==> config.mk <==
export PLATFORM = sky130hd
export DESIGN_NAME = if_id_queue_flat
export DESIGN_NICKNAME = d
export VERILOG_FILES = /design/src/rtl/if_id_queue_pkg.sv /design/src/rtl/if_id_queue_if.sv /design/src/rtl/if_id_queue.sv /design/src/flat_wrapper.sv
export SDC_FILE = /design/constraint.sdc
export NUM_CORES = 1
export LEC_CHECK = 0
export BUFFER_PORTS_ARGS = -buffer_cell sky130_fd_sc_hd__buf_2
export CAP_MARGIN = 20
export CORE_ASPECT_RATIO = 1.25
export CORE_MARGIN = 2
export CORE_UTILIZATION = 52
export CTS_BUF_LIST = sky130_fd_sc_hd__clkbuf_16
export DETAILED_ROUTE_END_ITERATION = 6
export MAX_ROUTING_LAYER = met4
export PLACE_DENSITY_LB_ADDON = 0.1
export SYNTH_ARGS = -nofsm -noshare
export SYNTH_HDL_FRONTEND = slang
export SYNTH_SLANG_ARGS = --single-unit
==> constraint.sdc <==
create_clock -name clk_in -period 2.8 [get_ports clk_in]
set_input_delay 0.28 -clock clk_in [delete_from_list [all_inputs] [get_ports clk_in]]
set_output_delay 0.28 -clock clk_in [all_outputs]
set_load 0.01 [all_outputs]
==> src/rtl/if_id_queue_pkg.sv <==
// Shared IF->ID definitions: default widths, bubble constant and the queue entry type
// also used by downstream decode.
package if_id_pkg;

  localparam int unsigned IF_ID_ADDR_W = 32;
  localparam int unsigned IF_ID_INST_W = 32;

  localparam logic [31:0] ZERO_WORD = '0;

  typedef struct packed {
    logic [IF_ID_ADDR_W-1:0] pc;
    logic [IF_ID_INST_W-1:0] inst;
  } if_id_entry_t;

endpackage

==> src/rtl/if_id_queue_if.sv <==
// Fetch/decode handshake bundle for the IF->ID queue.
// The slave modport is the queue itself; master is the fetch/decode environment.
interface if_id_queue_if
  import if_id_pkg::*;
#(
  parameter int unsigned ADDR_W = IF_ID_ADDR_W,
  parameter int unsigned INST_W = IF_ID_INST_W
);

  logic              if_valid_in;
  logic [ADDR_W-1:0] if_pc_in;
  logic [INST_W-1:0] if_inst_in;
  logic              if_ready_out;
  logic              id_ready_in;
  logic              id_valid_out;
  logic [ADDR_W-1:0] id_pc_out;
  logic [INST_W-1:0] id_inst_out;

  modport slave (
    input  if_valid_in, if_pc_in, if_inst_in, id_ready_in,
    output if_ready_out, id_valid_out, id_pc_out, id_inst_out
  );

  modport master (
    output if_valid_in, if_pc_in, if_inst_in, id_ready_in,
    input  if_ready_out, id_valid_out, id_pc_out, id_inst_out
  );

endinterface

==> src/rtl/if_id_queue.sv <==
// IF->ID decoupling queue: DEPTH-entry in-order FIFO of {pc, inst} with one-cycle flush.
// Optional IF_ID_FLUSH_STATS_EN adds flushed_cnt_out, a saturating count of discarded entries.
module if_id_queue
  import if_id_pkg::*;
#(
  parameter int unsigned ADDR_W = IF_ID_ADDR_W,
  parameter int unsigned INST_W = IF_ID_INST_W,
  parameter int unsigned DEPTH  = 4,
  localparam int unsigned CNT_W = $clog2(DEPTH) + 1
) (
  input  logic             clk_in,
  input  logic             rst_in,
  input  logic             flush_in,
  if_id_queue_if.slave     bus,
`ifdef IF_ID_FLUSH_STATS_EN
  output logic [15:0]      flushed_cnt_out,
`endif
  output logic [CNT_W-1:0] count_out
);

  localparam int unsigned PTR_W = $clog2(DEPTH);
  localparam logic [CNT_W-1:0] FULL = CNT_W'(DEPTH);

  if_id_entry_t     mem [DEPTH];
  logic [PTR_W-1:0] wr_ptr;
  logic [PTR_W-1:0] rd_ptr;
  logic [CNT_W-1:0] count;
  logic             push;
  logic             pop;

  // Handshake outputs depend only on registered state and storage.
  always_comb begin
    bus.if_ready_out = (count != FULL);
    bus.id_valid_out = (count != '0);
    bus.id_pc_out    = ADDR_W'(ZERO_WORD);
    bus.id_inst_out  = INST_W'(ZERO_WORD);
    if (count != '0) begin
      bus.id_pc_out   = mem[rd_ptr].pc;
      bus.id_inst_out = mem[rd_ptr].inst;
    end
  end

  assign push      = bus.if_valid_in & bus.if_ready_out;
  assign pop       = bus.id_valid_out & bus.id_ready_in;
  assign count_out = count;

  always_ff @(posedge clk_in) begin
    if (!rst_in) begin
      wr_ptr <= '0;
      rd_ptr <= '0;
      count  <= '0;
    end else if (flush_in) begin
      wr_ptr <= '0;
      rd_ptr <= '0;
      count  <= '0;
    end else begin
      if (push) wr_ptr <= wr_ptr + PTR_W'(1);
      if (pop)  rd_ptr <= rd_ptr + PTR_W'(1);
      case ({push, pop})
        2'b10:   count <= count + CNT_W'(1);
        2'b01:   count <= count - CNT_W'(1);
        default: count <= count;
      endcase
    end
  end

  // Storage is never reset; a flushed or reset-cycle push must not land.
  always_ff @(posedge clk_in) begin
    if (rst_in && !flush_in && push) begin
      mem[wr_ptr].pc   <= bus.if_pc_in;
      mem[wr_ptr].inst <= bus.if_inst_in;
    end
  end

`ifdef IF_ID_FLUSH_STATS_EN
  logic [16:0] flush_sum;

  always_comb flush_sum = 17'(flushed_cnt_out) + 17'(count) + 17'(push);

  always_ff @(posedge clk_in) begin
    if (!rst_in) begin
      flushed_cnt_out <= '0;
    end else if (flush_in) begin
      flushed_cnt_out <= flush_sum[16] ? '1 : flush_sum[15:0];
    end
  end
`endif

endmodule

==> src/flat_wrapper.sv <==
// flat-port wrapper written by rule: the top's interface ports become plain ports
module if_id_queue_flat import if_id_pkg::*;
#(
  parameter int unsigned ADDR_W = IF_ID_ADDR_W,
  parameter int unsigned INST_W = IF_ID_INST_W,
  parameter int unsigned DEPTH  = 4,
  localparam int unsigned CNT_W = $clog2(DEPTH) + 1
)
  (clk_in, rst_in, flush_in, count_out, bus_if_valid_in, bus_if_pc_in, bus_if_inst_in, bus_id_ready_in, bus_if_ready_out, bus_id_valid_out, bus_id_pc_out, bus_id_inst_out);
  if_id_queue_if #(.ADDR_W(ADDR_W), .INST_W(INST_W)) bus_i ();
  input  logic clk_in;
  input  logic rst_in;
  input  logic flush_in;
  output logic [CNT_W-1:0] count_out;
  input wire logic [$bits(bus_i.if_valid_in)-1:0] bus_if_valid_in;
  input wire logic [$bits(bus_i.if_pc_in)-1:0] bus_if_pc_in;
  input wire logic [$bits(bus_i.if_inst_in)-1:0] bus_if_inst_in;
  input wire logic [$bits(bus_i.id_ready_in)-1:0] bus_id_ready_in;
  output wire logic [$bits(bus_i.if_ready_out)-1:0] bus_if_ready_out;
  output wire logic [$bits(bus_i.id_valid_out)-1:0] bus_id_valid_out;
  output wire logic [$bits(bus_i.id_pc_out)-1:0] bus_id_pc_out;
  output wire logic [$bits(bus_i.id_inst_out)-1:0] bus_id_inst_out;
  assign bus_i.if_valid_in = bus_if_valid_in;
  assign bus_i.if_pc_in = bus_if_pc_in;
  assign bus_i.if_inst_in = bus_if_inst_in;
  assign bus_i.id_ready_in = bus_id_ready_in;
  assign bus_if_ready_out = bus_i.if_ready_out;
  assign bus_id_valid_out = bus_i.id_valid_out;
  assign bus_id_pc_out = bus_i.id_pc_out;
  assign bus_id_inst_out = bus_i.id_inst_out;
  if_id_queue #(.ADDR_W(ADDR_W), .INST_W(INST_W), .DEPTH(DEPTH)) u_core (.clk_in(clk_in), .rst_in(rst_in), .flush_in(flush_in), .bus(bus_i), .count_out(count_out));
endmodule
# ---- Yosys cells after proc, flatten, opt, wreduce, memory -nomap -nowiden
# Memories as Yosys holds them, arrays and structs flattened. A register that Yosys moved wholly into a read port is not among the register bits.
# Cells that the tools add are included.
dict set report classes {
  multipliers 0
  bitwise_logic 3
  n_mux 7
  n_eq_ne 3
  order_cmp 0
  div_mod_pow 0
  shift 0
  reduce_logical 6
  addsub 4
}
# cell count
set ops {}
lappend ops {{$mux 32} 2}
lappend ops {{$pmux 3 s2} 1}
lappend ops {{$add 2x1->2 const B} 2}
lappend ops {{$mux 2} 2}
lappend ops {{$add 3x1->3 const B} 1}
lappend ops {{$ne 3x3->1 const B} 1}
lappend ops {{$reduce_bool 3->1} 1}
lappend ops {{$sub 3x1->3 const B} 1}
lappend ops {{$and 1x1->1} 2}
lappend ops {{$eq 2x1->1 const B} 1}
lappend ops {{$eq 2x2->1 const B} 1}
lappend ops {{$logic_and 1x1->1} 2}
lappend ops {{$mux 1} 2}
lappend ops {{$reduce_bool 2->1} 1}
lappend ops {{$reduce_or 2->1} 1}
lappend ops {{$logic_not 1->1} 1}
lappend ops {{$not 1->1} 1}
dict set report totals {
  in_bits 69
  rom_bits 0
  ram_bits 256
  reg_bits 7
  out_inout_bits 69
  wordCells 27
  memories 1
  latchBits 0
}
# name depth width read_ports rd_ports_with_merged_regs wr line_no
set mem_list {}
lappend mem_list {u_core.mem 4 64 1 1 1 if_id_queue.sv:24} ;# if_id_entry_t mem [DEPTH];

# ---- Longest topological paths before layout
dict set report logic_depth {
  ltp_word 5
  mapped_depth 9
}

# ---- Worst setup path before layout
# No wires, ideal clock.
dict set report synth_timing {
  path_kind {reg2reg}
  start {reg u_core.count[0], in the netlist u_core.count_out[0]}
  end {mem u_core.mem[0][0] in the netlist's numbering, enable pin}
  stages_incl_launch_ff 4
  required_ns 2.371
  path_slack_ns -0.004
  arrival_time_ns 2.375
  setup_time_ns 0.429
  cell_sequence {dfxtp_1 -> or3b_4 -> and2_4 -> and3_1}
}
dict set report synth_via {
  elab_chain_cells 5
}
# element line_no
set synth_lines {}
lappend synth_lines {{from (decl)} if_id_queue.sv:27} ;# logic [CNT_W-1:0] count;
lappend synth_lines {{from (signal assigned)} if_id_queue.sv:60} ;# 2'b10: count <= count + CNT_W'(1);
lappend synth_lines {{from (signal assigned)} if_id_queue.sv:61} ;# 2'b01: count <= count - CNT_W'(1);
lappend synth_lines {{from (signal assigned)} if_id_queue.sv:62} ;# default: count <= count;
lappend synth_lines {{$ne 3x3->1} if_id_queue.sv:33} ;# bus.if_ready_out = (count != FULL);
lappend synth_lines {{named net bus_if_ready_out} flat_wrapper.sv:19} ;# output wire logic [$bits(bus_i.if_ready_out)-1:0] bus_if_ready_out;
lappend synth_lines {{$and 1x1->1} if_id_queue.sv:43} ;# assign push = bus.if_valid_in & bus.if_ready_out;
lappend synth_lines {{$logic_and 1x1->1} if_id_queue.sv:69} ;# if (rst_in && !flush_in && push) begin
lappend synth_lines {{$mux 1} if_id_queue.sv:69}
lappend synth_lines {{$mux 1 (not written as such)} if_id_queue.sv:71} ;# mem[wr_ptr].inst <= bus.if_inst_in;
lappend synth_lines {{to (decl)} if_id_queue.sv:24}
# The timed path passes the listed nets, and every way through them passes these cells.

==> key figures <==
Worst setup path
  • CP Launch Type: register
  • Cell family with most CP delay: flip-flops
  • Buf+Inv Stages, Crit Path: 2
  • Crit path cell chain: buf_4 -> mux4_1 -> and2_1 -> buf_2
  • Crit path kind: register to output pin
  • CP max stage delay: ~600 ps
  • WP data required: about 2500 ps
  • Critical path's slowest cell: dfxtp_4
  • CP Max Fanout: 18
  • Worst EP arrival: 2280 ps
  • Critical Path End Type: output pin

Power and ir drop
  • Lkg Pwr: 4.45 nW
  • Worst IR Drop VDD: 0.000613 V
  • Pwr/cell area: about 630 nW/um2

Floorplan
  • # IOs: 138
  • Initial Util: 0.528
  • Die area: 20800 um2
  • Row count: 57
  • Chip Width: 129 um
  • Placeable Area: around 19000 um2
  • Die extent in y: 161 um

Layout
  • Commonest non-fill, non-tap cell in the layout: edfxtp_1
  • Layout cells sized above 1: 0.371
  • Synth-to-Final Area Change: 24.2%
  • Nets: approximately 760
  • Antenna Cells: 0
  • Most frequent cells in the layout: edfxtp_1, buf_2, and2_1, dlygate4sd3_1, mux4_2

GRT
  • Global route overflow: 0
  • Pin count of the biggest net entering global routing: 66
  • First-pass GRT wire length: 30200 um
  • Initial antenna violation count: 0
  • GRT Total Usage: 0.197
  • Vias in the first global route: 5565

Routing
  • WL final: 19300 um
  • Vias/cell: 5.31
  • Vias: 5122
  • Detailed Routing Iterations Pass 1: 4
  • DRT iter0 DRCs: 278
  • DR DRC count: 0
  • WL/cell: roughly 20 um
  • ANT nets after route: 0

Timing
  • Max Clock Skew: 14.0 ps
  • Fmax: between 300 and 400 MHz
  • Max-slew violation count: 0
  • Final hold violations: 0
  • Relative slew slack: 0.538
  • Least-Margin Pin Slew: around 700 ps
  • Final setup viols: 0
  • Setup TNS: 0 ps
  • Crit path time final: 2560 ps
  • RSZ-0062 raised after global routing: no
  • Period utilization: 0.914
  • Setup ws final: about 240 ps
  • Hold Slack: roughly 94 ps

Placed design
  • Place WS: 351 ps
  • RePlAce Congestion: 0.706
  • Input/output buffers: 137
  • Post-DP HPWL: roughly 11000 um

CTS
  • CTS Root Cell: clkbuf_16
  • CTS max path bufs: 3
  • Total CTS buffers: 25
  • Setup Buffers After CTS: 0
  • CTS tree: done
  • Clk_lat worst skew: 510 ps
  • H-tree depth: 1
  • CTS sink cnt: 265
  • Clock slew at reported path FFs: 70 ps

Logic synthesis
  • Syn Inst Count: about 460
  • Post-synthesis cell type count: 27
  • Syn avg cell area: 22.3 um2
  • Synth Register Bits: 265
  • Post-synthesis net count: 532
  • Synthesized cell area: 10200 um2
  • Sequential area share after synthesis: 0.770
  • Syn. warnings: 0

Min path
  • Min-delay worst type: input pin to register

Flow run
  • Max_cap viols: 0

Outcome
  • Outcome: finished clean
## logic make-up after synthesis
group,Yosys count,synth area share
adders and majority gates,6,0.00809
xor gates and xnor gates,4,0.00343
muxes,64,0.143
and+or+nand+nor,83,0.0499
AOI/OAI and AO/OA,7,0.00429
DFF,265,0.770
buffers and inverters,28,0.0214
## cells in the mapped netlist (all sizes together)
library cell  number  area [um2]
nand2              1        3.75
and2              65         409
inv                7        26.3
nor2b              1        6.26
dfxtp              9         180
xor2               4        35.0
o311ai             1        8.76
edfxtp           256        7690
nand4              2        12.5
nor2               6        22.5
fa                 1        20.0
or3                2        12.5
mux4              64        1460
ha                 5        62.6
or3b               1        11.3
buf               13         161
o31ai              2        15.0
o21ai              2        10.0
a21oi              2        10.0
clkbuf             8        31.3
nand2b             1        6.26
and3               4        25.0
## final timing paths
kind                            cells past startpoint  slack (ps)             endpoint           startpoint
worst min register to register                      2         520     u_core.wr_ptr[0]     u_core.wr_ptr[0]
worst max-delay path                                4         240    bus_id_pc_out[31]             register
worst min-delay path                                3          90     u_core.wr_ptr[1]      bus_if_valid_in
worst max register to register                      9         310  u_core.count_out[2]  u_core.count_out[2]
## state kept, by name, summed over array words and instances, names as in the netlist, named ones only
| name | flops |
|---|---|
| u_core.count_out | 3 |
| u_core.mem | 256 |
| u_core.rd_ptr | 2 |
| u_core.wr_ptr | 2 |
## layout make-up
| type | instances | area, um2 |
|---|---|---|
| clock buffer | 25 | 626 |
| timing repair buffer | 218 | 1530 |
| tap | 265 | 332 |
| multi-input combinational | 164 | 2150 |
| inverter | 7 | 26.3 |
| clock inverter | 20 | 146 |
| sequential | 265 | 7880 |
| fill | 1331 | 6650 |
## layer usage
layer | routed length [um] | track usage | part of all wire
met3 | 1110 | 0.0363 | 0.057
met2 | 10100 | 0.335 | 0.52
met4 | 245 | 0.0499 | 0.013
met5 | 0 | - | 0
met1 | 7830 | 0.246 | 0.41
## report_power, final
group	switching, mW	total, mW	internal, mW
combinational	0.224	0.450	0.227
clock	1.36	3.17	1.81
sequential	0.0166	4.40	4.39
## through the flow
stage,utilization,instance area [um2],instances,power (mW)
after floorplan,-,10200,457,4.68
after global placement,0.583,11300,855,4.85
after detailed placement,0.583,11300,855,4.87
after CTS,0.656,12700,964,8.12
after global routing,0.656,12700,964,8.32
final,0.656,12700,964,8.03
## tightest hold or removal path: cells and delay by family
family / cells / cell delay (ps)
AND/OR/NAND/NOR: 1 / 90
AO/OA/AOI/OAI: 1 / 80
buffers and inverters: 1 / 110
## timing repair
| action | 4_1_cts | 5_1_grt |
|---|---|---|
| hold buffers | 64 | 0 |
| hold endpoints to repair | 256 | 0 |
| endpoints found under the setup margin | 0 | 0 |
| resized for setup | 0 | 0 |
Note: power is estimated with default switching activity, not from simulation.
